<file path="config.mk">
export PLATFORM = sky130hd
export DESIGN_NAME = multistage_priority_demux
export DESIGN_NICKNAME = d
export VERILOG_FILES = /design/src/rtl/multistage_priority_demux_pkg.sv /design/src/rtl/multistage_priority_demux_lane_fifo.sv /design/src/rtl/multistage_priority_demux.sv
export SDC_FILE = /design/constraint.sdc
export NUM_CORES = 2
export LEC_CHECK = 0
export BUFFER_PORTS_ARGS = -buffer_cell sky130_fd_sc_hd__buf_2
export CAP_MARGIN = 20
export CORE_MARGIN = 2
export CORE_UTILIZATION = 54
export DETAILED_ROUTE_END_ITERATION = 7
export PLACE_DENSITY = 0.84
export SYNTH_ARGS = -nofsm -noshare
export SYNTH_HDL_FRONTEND = slang
export SYNTH_SLANG_ARGS = --single-unit
</file>
<file path="constraint.sdc">
create_clock -name clk -period 13.8 [get_ports clk]
set_input_delay 1.38 -clock clk [delete_from_list [all_inputs] [get_ports clk]]
set_output_delay 1.38 -clock clk [all_outputs]
set_load 0.02 [all_outputs]
</file>
<file path="src/rtl/multistage_priority_demux_pkg.sv">
// multistage_priority_demux_pkg: shared widths, stat width and lane slice helper for the priority demux.
package multistage_priority_demux_pkg;
   localparam int STAT_WIDTH = 32;
   function automatic int ptr_width(input int depth);
      return $clog2(depth);
   endfunction
   function automatic int cnt_width(input int depth);
      return $clog2(depth) + 1;
   endfunction
   function automatic int lane_lo(input int lane, input int width);
      return lane * width;
   endfunction
endpackage

</file>
<file path="src/rtl/multistage_priority_demux_lane_fifo.sv">
// attr_lane_fifo: per-lane attribute FIFO; head word is read straight from storage, zero when empty.
module attr_lane_fifo
   import multistage_priority_demux_pkg::*;
#(
   parameter int WIDTH = 135,
   parameter int DEPTH = 4
) (
   input  logic             clk,
   input  logic             reset,
   input  logic             push,
   input  logic [WIDTH-1:0] din,
   output logic             full,
   input  logic             pop,
   output logic [WIDTH-1:0] dout,
   output logic             empty
);
   localparam int PW = ptr_width(DEPTH);
   localparam int CW = cnt_width(DEPTH);

   logic [WIDTH-1:0] mem_q [DEPTH];
   logic [WIDTH-1:0] mem_d [DEPTH];
   logic [PW-1:0]    wr_ptr_q, wr_ptr_d, rd_ptr_q, rd_ptr_d;
   logic [CW-1:0]    count_q, count_d;
   logic             push_en, pop_en;

   assign full    = count_q == CW'(DEPTH);
   assign empty   = count_q == '0;
   assign push_en = push & ~full;
   assign pop_en  = pop & ~empty;
   assign dout    = empty ? '0 : mem_q[rd_ptr_q];

   always_comb begin
      mem_d = mem_q;
      if (push_en) mem_d[wr_ptr_q] = din;
      wr_ptr_d = wr_ptr_q + PW'(push_en);
      rd_ptr_d = rd_ptr_q + PW'(pop_en);
      count_d  = count_q + CW'(push_en) - CW'(pop_en);
   end

   always_ff @(posedge clk or posedge reset) begin
      if (reset) begin
         wr_ptr_q <= '0;
         rd_ptr_q <= '0;
         count_q  <= '0;
      end else begin
         wr_ptr_q <= wr_ptr_d;
         rd_ptr_q <= rd_ptr_d;
         count_q  <= count_d;
      end
   end

   // Storage needs no reset: empty lanes mask the head word to zero.
   always_ff @(posedge clk) mem_q <= mem_d;
endmodule

</file>
<file path="src/rtl/multistage_priority_demux.sv">
// multistage_priority_demux: steers attribute words to per-lane FIFOs by group select; drops out-of-range selects.
// Optional per-lane/drop statistics counters under MULTISTAGE_PRIORITY_DEMUX_STATS_EN.
module multistage_priority_demux
   import multistage_priority_demux_pkg::*;
#(
   parameter int ATTRIBUTE_DATA_WIDTH = 135,
   parameter int DATA_GROUPS          = 4,
   parameter int GROUP_SEL_WIDTH      = 2,
   parameter int FIFO_DEPTH           = 4
) (
   input  logic                                        clk,
   input  logic                                        reset,
   input  logic                                        valid_i,
   input  logic [ATTRIBUTE_DATA_WIDTH-1:0]             data_i,
   input  logic [GROUP_SEL_WIDTH-1:0]                  group_sel_i,
   output logic                                        ready_o,
   output logic [DATA_GROUPS-1:0]                      valid_groups_o,
   output logic [DATA_GROUPS*ATTRIBUTE_DATA_WIDTH-1:0] data_groups_o,
   input  logic [DATA_GROUPS-1:0]                      ready_groups_i,
   output logic                                        drop_o
`ifdef MULTISTAGE_PRIORITY_DEMUX_STATS_EN
   ,
   output logic [DATA_GROUPS*STAT_WIDTH-1:0]           stat_accept_o,
   output logic [STAT_WIDTH-1:0]                       stat_drop_o,
   input  logic                                        stat_clear_i
`endif
);
   localparam int SEL_SPAN = 2 ** GROUP_SEL_WIDTH;

   logic [DATA_GROUPS-1:0] full, empty, push, pop;
   logic [SEL_SPAN-1:0]    full_ext;
   logic                   in_range, accept;
   logic                   drop_q, drop_d;

   assign in_range = 32'(group_sel_i) < 32'(DATA_GROUPS);
   assign accept   = valid_i & ready_o;
   assign drop_o   = drop_q;

   // Padding to the full select span keeps the lookup in bounds for unused codes.
   always_comb begin
      full_ext                  = '0;
      full_ext[DATA_GROUPS-1:0] = full;
      ready_o                   = in_range ? ~full_ext[group_sel_i] : 1'b1;
      drop_d                    = accept & ~in_range;
   end

   always_ff @(posedge clk or posedge reset) begin
      if (reset) drop_q <= 1'b0;
      else       drop_q <= drop_d;
   end

   for (genvar g = 0; g < DATA_GROUPS; g++) begin : g_lane
      assign push[g]           = accept & in_range & (group_sel_i == GROUP_SEL_WIDTH'(g));
      assign pop[g]            = ~empty[g] & ready_groups_i[g];
      assign valid_groups_o[g] = ~empty[g];
      attr_lane_fifo #(
         .WIDTH(ATTRIBUTE_DATA_WIDTH),
         .DEPTH(FIFO_DEPTH)
      ) u_fifo (
         .clk  (clk),
         .reset(reset),
         .push (push[g]),
         .din  (data_i),
         .full (full[g]),
         .pop  (pop[g]),
         .dout (data_groups_o[lane_lo(g, ATTRIBUTE_DATA_WIDTH) +: ATTRIBUTE_DATA_WIDTH]),
         .empty(empty[g])
      );
   end

`ifdef MULTISTAGE_PRIORITY_DEMUX_STATS_EN
   logic [STAT_WIDTH-1:0] acc_cnt_q [DATA_GROUPS];
   logic [STAT_WIDTH-1:0] acc_cnt_d [DATA_GROUPS];
   logic [STAT_WIDTH-1:0] drop_cnt_q, drop_cnt_d;

   // Clear wins over increment; counters stick at all-ones.
   always_comb begin
      for (int i = 0; i < DATA_GROUPS; i++) begin
         acc_cnt_d[i] = stat_clear_i ? '0 :
                        (push[i] && acc_cnt_q[i] != '1) ? acc_cnt_q[i] + 1'b1 : acc_cnt_q[i];
         stat_accept_o[lane_lo(i, STAT_WIDTH) +: STAT_WIDTH] = acc_cnt_q[i];
      end
      drop_cnt_d = stat_clear_i ? '0 :
                   (drop_d && drop_cnt_q != '1) ? drop_cnt_q + 1'b1 : drop_cnt_q;
   end

   assign stat_drop_o = drop_cnt_q;

   always_ff @(posedge clk or posedge reset) begin
      if (reset) begin
         for (int i = 0; i < DATA_GROUPS; i++) acc_cnt_q[i] <= '0;
         drop_cnt_q <= '0;
      end else begin
         acc_cnt_q  <= acc_cnt_d;
         drop_cnt_q <= drop_cnt_d;
      end
   end
`endif
endmodule

</file>
======== After elaboration in Yosys (flattened, before gate mapping) ========
Cells that the tools add are included.
operators by class
  reduce and logical (&&, ||, !) cells .... 9
  magnitude comparators ................... 13
  equality and inequality tests ........... 7
  add/subtract/negate cells ............... 16
  mux-type cells .......................... 30
  bitwise operators ....................... 34
operators by type and width
  cell                count
  $bwmux 540          4
  $mux 135            16
  $bmux 135 s2        4
  $demux 135 s2       4
  $ge 3x3->1 const B  8
  $not 2->3           8
  $and 1x1->1         17
  $add 2x1->2         8
  $add 3x1->3         4
  $eq 3x3->1 const B  4
  $logic_not 3->1     4
  $lt 3x1->1 const B  4
  $sub 3x1->3         4
  $not 1->1           9
  $eq 2x2->1 const B  2
  $logic_and 1x1->1   4
  $lt 2x3->1 const B  1
  $bmux 1 s2          1
  $eq 2x1->1 const B  1
  $logic_not 2->1     1
  $mux 1              1
word-level totals
  bits in registers ....................... 2188
  output and inout bits ................... 546
  bits of input ports ..................... 144
  word-level logic and storage cells ...... 137

======== Depth between registers and ports, before layout ========
  depth after elaboration ................. 9
  depth in mapped cells ................... 10
  gate-level depth less buffers ........... 9

======== Cells and area by module ========
Synthesis repeated with hierarchy kept, for this count alone.
unflattened totals
  cells, all modules ...................... 3560
  area, all modules ....................... 83432.5 um2
by module, submodules not included
  module                                  seq. area each (um2)  instances  area each (um2)  cells an instance
  attr_lane_fifo at g_lane[0].u_fifo ...  16390.7               3          20830.0          886
  attr_lane_fifo at g_lane[3].u_fifo      16390.7               1          20827.5          885
  multistage_priority_demux               0.0                   1          115.1            17

======== Least setup slack after synthesis ========
OpenSTA, ideal clock, no wires.
  path type ............................... input to register
  start point ............................. input port group_sel_i[0]
  end point ............................... register g_lane[0].u_fifo.mem_q[270] (netlist bit), enable pin
  path buffers ............................ 0
  setup time .............................. 1007 ps
  arrival ................................. 15695 ps
  path slack .............................. -2901 ps
  stages .................................. 2
  cells stage by stage .................... or3b_2 -> nor4b_1
on the way
  word-level cells in the longest chain between the ends .. 6
RTL lines
  what                          line                                       text
  start: declaration            multistage_priority_demux.sv:15            input logic [GROUP_SEL_WIDTH-1:0] group_sel_i,
  $bmux 1 s2                    multistage_priority_demux.sv:43            ready_o = in_range ? ~full_ext[group_sel_i] : 1'b1;
  $mux 1 (not written as such)  multistage_priority_demux.sv:43
  $not 1->1                     multistage_priority_demux.sv:43
  $and 1x1->1                   multistage_priority_demux.sv:36            assign accept = valid_i & ready_o;
  $and 1x1->1 (*)               multistage_priority_demux.sv:53            assign push[g] = accept & in_range & (group_sel_i == GROUP_SEL_WIDTH'(g));
  $and 1x1->1 (*)               multistage_priority_demux_lane_fifo.sv:28  assign push_en = push & ~full;
  end signal: assignment        multistage_priority_demux_lane_fifo.sv:53  always_ff @(posedge clk) mem_q <= mem_d;
  end: declaration              multistage_priority_demux_lane_fifo.sv:20  logic [WIDTH-1:0] mem_q [DEPTH];
Every way passes the cells marked *; elsewhere a longest branch is shown, timed or not. The select of a mux whose other input is x is not followed.
A chain may end at the register's enable or synchronous reset.

======== Worst setup path after layout ========
  start point ............................. register g_lane[3].u_fifo.rd_ptr_q[0]
  end point ............................... output port data_groups_o[492]
on the way
  word-level cells in the longest chain between the ends .. 5
RTL lines
  what                                         line                                       text
  start: declaration                           multistage_priority_demux_lane_fifo.sv:22  logic [PW-1:0] wr_ptr_q, wr_ptr_d, rd_ptr_q, rd_ptr_d;
  start signal: assignment                     multistage_priority_demux_lane_fifo.sv:47  rd_ptr_q <= rd_ptr_d;
  $not 2->3 (not written as such)              multistage_priority_demux_lane_fifo.sv:30  assign dout = empty ? '0 : mem_q[rd_ptr_q];
  $bmux 135 s2                                 multistage_priority_demux_lane_fifo.sv:30
  $mux 135 (not written as such) (2 in a row)  multistage_priority_demux_lane_fifo.sv:30
  $mux 135                                     multistage_priority_demux_lane_fifo.sv:30
  end: declaration                             multistage_priority_demux.sv:18            output logic [DATA_GROUPS*ATTRIBUTE_DATA_WIDTH-1:0] data_groups_o,
No other way between the ends. The select of a mux whose other input is x is not followed.

==> reports/qor.yml <==
critical_path:
  worst_ep_arrival_time_ns: 4.32
  path_class: "flop to output port"
  setup.worst_path.end_class: "output port"
  critical_path_required_ns: 12.42
  critPathTopFamily: "buffers and inverters"
  timing.critical_path.mode_cell: "sky130_fd_sc_hd__buf_4"
  worst-path-max-fanout: 40
  timing.critical_path.cells: "buf_4 -> buf_4 -> mux4_2 -> and2_1 -> buf_2"
  critical_path_buf_inv_count: 3
  worst_path_max_delay_cell: "sky130_fd_sc_hd__dfrtp_4"
  slowest_delay_ns: 0.90
  critical_path.startpoint_type: "flop"
cts:
  post_cts_repair_setup_buffers: 0
  cts_root_buffer: "sky130_fd_sc_hd__clkbuf_16"
  clock_latency_ns: 0.83
  clk_pin_slew_worst_paths_ns: 0.07
  clock_sinks: 2188
  cts_tree: "done"
  numCtsBuffers: 204
  ctsHtreeMaxLevel: 4
  cts-hold-fix-buffers: 0
  clock_tree.buffer_depth: 3
  cts.repair.resized: 0
floorplan:
  die_area_um2: 156600
  die_h_um: 395.8
  core-area_um2: 152300
  initial_utilization_pct: 54.43
  floorplan.io_pins: 690
  fp-row-count: 143
  die_wd_um: 395.8
finish:
  syn_to_final_growth_pct: 14.85
  final_util_pct: 62.51
  num-nets-final: 4494
  finalNonFillerCells: 6535
  final_layout_size_suffix_gt1_share_pct: 35.76
yosys:
  netlist.top_cell.by_area: "sky130_fd_sc_hd__edfxtp_1"
  ys_warn_count: 0
  average_size_of_a_mapped_cell_um2: 23.39
  synth_sequential_area_ratio_pct: 79.11
  syn_std_cell_area_um2: 82880
  synth_seq_cells: 2188
  dominant_combinational_cell_family_by_area_after_synthesis: "multiplexers"
  post_synth_and_or_nand_nor_area_fraction_pct: 4.431
  synthTopCellsByArea: "sky130_fd_sc_hd__edfxtp_1, sky130_fd_sc_hd__mux4_2, sky130_fd_sc_hd__and2_1"
  syn-num-nets: 3708
  synthesis.instances: 3544
  post_synth_fa_ha_maj_area_fraction_pct: 0.3382
  synth_top_area_share_pct: 78.26
  yosysUniqueCellTypes: 24
  synth_compound_gate_area_share_pct: 0
  yosys-mux-area-fraction_pct: 14.70
  post_synth_xor_area_fraction_pct: 0.1691
place:
  placement.io_buffers: 688
  place.detailed.hpwl_mm: 120.2
  dpl.cell_count: 6152
  globalplace.congestion: 0.7947
routing:
  drt-wirelength-per-cell_um: 32.45
  drc_marker_count_from_the_first_detailed_route_iteration: 5624
  route.detailed.drc: 0
  finalWirelength_mm: 212.1
  first_pass_iters: 6
  route.detailed.vias_per_inst: 6.279
  vias: 41030
  ant_nets: 0
grt:
  global_route.overflow_total: 0
  grt_start_max_net_pins: 115
  grt_first_pass_wirelength_mm: 303.8
  first_global_vias: 42240
  globalRouteTotalUtil_pct: 27.13
  grt_antenna_before_repair: 22
flow_run:
  maxCapViolations: 0
sta:
  setup_repair_after_global_routing_missed_its_margin: "no"
  final_hold_viol_count: 0
  holdWs_ns: 0.5128
  setup_violators_final: 0
  fmax_mhz: 175.5
  finalCriticalPeriod_ns: 5.697
  number_of_pins_with_negative_max_slew_slack_in_the_final_report: 0
  post-route-period-util_pct: 41.28
  finalSetupTns_ns: 0
  worst_clock_skew_ns: 0.03144
  max-slew-margin-rel_pct: 9.671
  tightestPinTransition_ns: 1.355
min_path:
  timing.hold.worst.class: "flop to flop"
power_and_ir_drop:
  vdd_ir_drop_max_mv: 0.2092
  power_leakage_nw: 31.30
  power_density_nw_per_um2: 217.0
status:
  status: "complete, no violations"
-- cells by family after synthesis --
logic type                 after synthesis
adders and majority gates               20
xor gates and xnor gates                16
and+or+nand+nor                        580
buffers and inverters                  198
muxes                                  541
DFF                                   2188
other                                    1
-- flip-flops by register name (all words and copies together) (netlist names) --
name / cells
g_lane.u_fifo.rd_ptr_q: 8
g_lane.u_fifo.wr_ptr_q: 8
g_lane.u_fifo.count_q: 12
g_lane.u_fifo.mem_q: 2160
-- metal layers --
layer | up-vias | part of all wire, % | routed length [um] | GRT usage, %
met4 | 6 | 4.3 | 9060 | 11.14
li1 | 16160 | - | - | -
met2 | 2917 | 49 | 105000 | 44.09
met3 | 458 | 11 | 23460 | 6.576
met1 | 21500 | 35 | 74540 | 35.55
met5 | - | 0.017 | 36 | 0
-- cells in the mapped netlist, drive strengths merged --
library cell	instances
nor3b	4
nand3	1
edfxtp	2160
nor4b	8
or3	4
clkbuf	74
nor4bb	4
buf	107
conb	1
xor2	8
dfrtp	28
and2	544
inv	17
nor4	4
fa	4
mux4	541
or3b	5
ha	16
nand3b	2
xnor2	8
nor2	4
-- power by group --
part / switching, W / total (W) / internal [W]
Sequential: 0.000347 / 0.00809 / 0.00774
Clock: 0.00241 / 0.00541 / 0.00299
Combinational: 0.00436 / 0.00716 / 0.00281
Total: 0.00711 / 0.0207 / 0.0135
-- cell usage in the layout, fill, tap and decap left out, types with 2 or more instances in the layout --
cell	count
sky130_fd_sc_hd__ha_1	16
sky130_fd_sc_hd__clkbuf_1	45
sky130_fd_sc_hd__buf_2	690
sky130_fd_sc_hd__nor4b_4	6
sky130_fd_sc_hd__buf_12	7
sky130_fd_sc_hd__clkinvlp_4	10
sky130_fd_sc_hd__nor2_1	4
sky130_fd_sc_hd__inv_6	4
sky130_fd_sc_hd__xor2_1	8
sky130_fd_sc_hd__clkinv_4	4
sky130_fd_sc_hd__or3_4	4
sky130_fd_sc_hd__dfrtp_4	8
sky130_fd_sc_hd__fa_1	4
sky130_fd_sc_hd__inv_1	17
sky130_fd_sc_hd__or3b_2	5
sky130_fd_sc_hd__nor4_2	4
sky130_fd_sc_hd__dfrtp_1	20
sky130_fd_sc_hd__bufinv_16	12
sky130_fd_sc_hd__inv_16	2
sky130_fd_sc_hd__nor3b_1	4
sky130_fd_sc_hd__nand3b_1	2
sky130_fd_sc_hd__nor4bb_4	4
sky130_fd_sc_hd__nor4b_2	2
sky130_fd_sc_hd__mux4_2	541
sky130_fd_sc_hd__and2_1	544
sky130_fd_sc_hd__clkinv_16	3
sky130_fd_sc_hd__clkinv_2	28
sky130_fd_sc_hd__buf_4	63
sky130_fd_sc_hd__diode_2	8
sky130_fd_sc_hd__xnor2_1	8
sky130_fd_sc_hd__edfxtp_1	2160
sky130_fd_sc_hd__clkinv_1	55
sky130_fd_sc_hd__clkbuf_16	208
-- final cells by class --
cell class / count / area [um2]
Antenna cell: 8 / 20.02
Clock buffer: 254 / 5388
Clock inverter: 119 / 998.5
Fill cell: 9618 / 57080
Inverter: 17 / 63.81
Multi-Input combinational cell: 1158 / 16490
Sequential cell: 2188 / 65590
Tap cell: 2030 / 2540
Timing Repair Buffer: 761 / 4094
-- stage by stage --
| stage | setup slack, ns | cell area [um2] | power, W |
|---|---|---|---|
| after floorplan | -2.901 | 82920 | 0.01286 |
| after global placement | 8.890 | 88720 | 0.01519 |
| after detailed placement | 8.839 | 88750 | 0.01532 |
| after CTS | 7.894 | 95140 | 0.02076 |
| after global routing | 7.750 | 95180 | 0.02129 |
| final | 8.103 | 95190 | 0.02065 |
-- final timing paths --
kind,from,endpoint,slack (ns),cells past startpoint
max in group asynchronous,reset,g_lane[0].u_fifo.rd_ptr_q[1]$_DFF_PP0_,12.76,3
worst min-delay path,g_lane[2].u_fifo.count_q[2]$_DFF_PP0_,g_lane[2].u_fifo.count_q[2]$_DFF_PP0_,0.51,1
worst min register to register,g_lane[2].u_fifo.count_q[2]$_DFF_PP0_,g_lane[2].u_fifo.count_q[2]$_DFF_PP0_,0.51,1
worst max-delay path,g_lane[3].u_fifo.rd_ptr_q[0]$_DFF_PP0_,data_groups_o[492],8.10,5
min in group asynchronous,reset,g_lane[1].u_fifo.rd_ptr_q[1]$_DFF_PP0_,0.67,3
worst max register to register,g_lane[3].u_fifo.count_q[2]$_DFF_PP0_,g_lane[3].u_fifo.count_q[2]$_DFF_PP0_,10.28,10
Power figures use the tool's default switching activity.
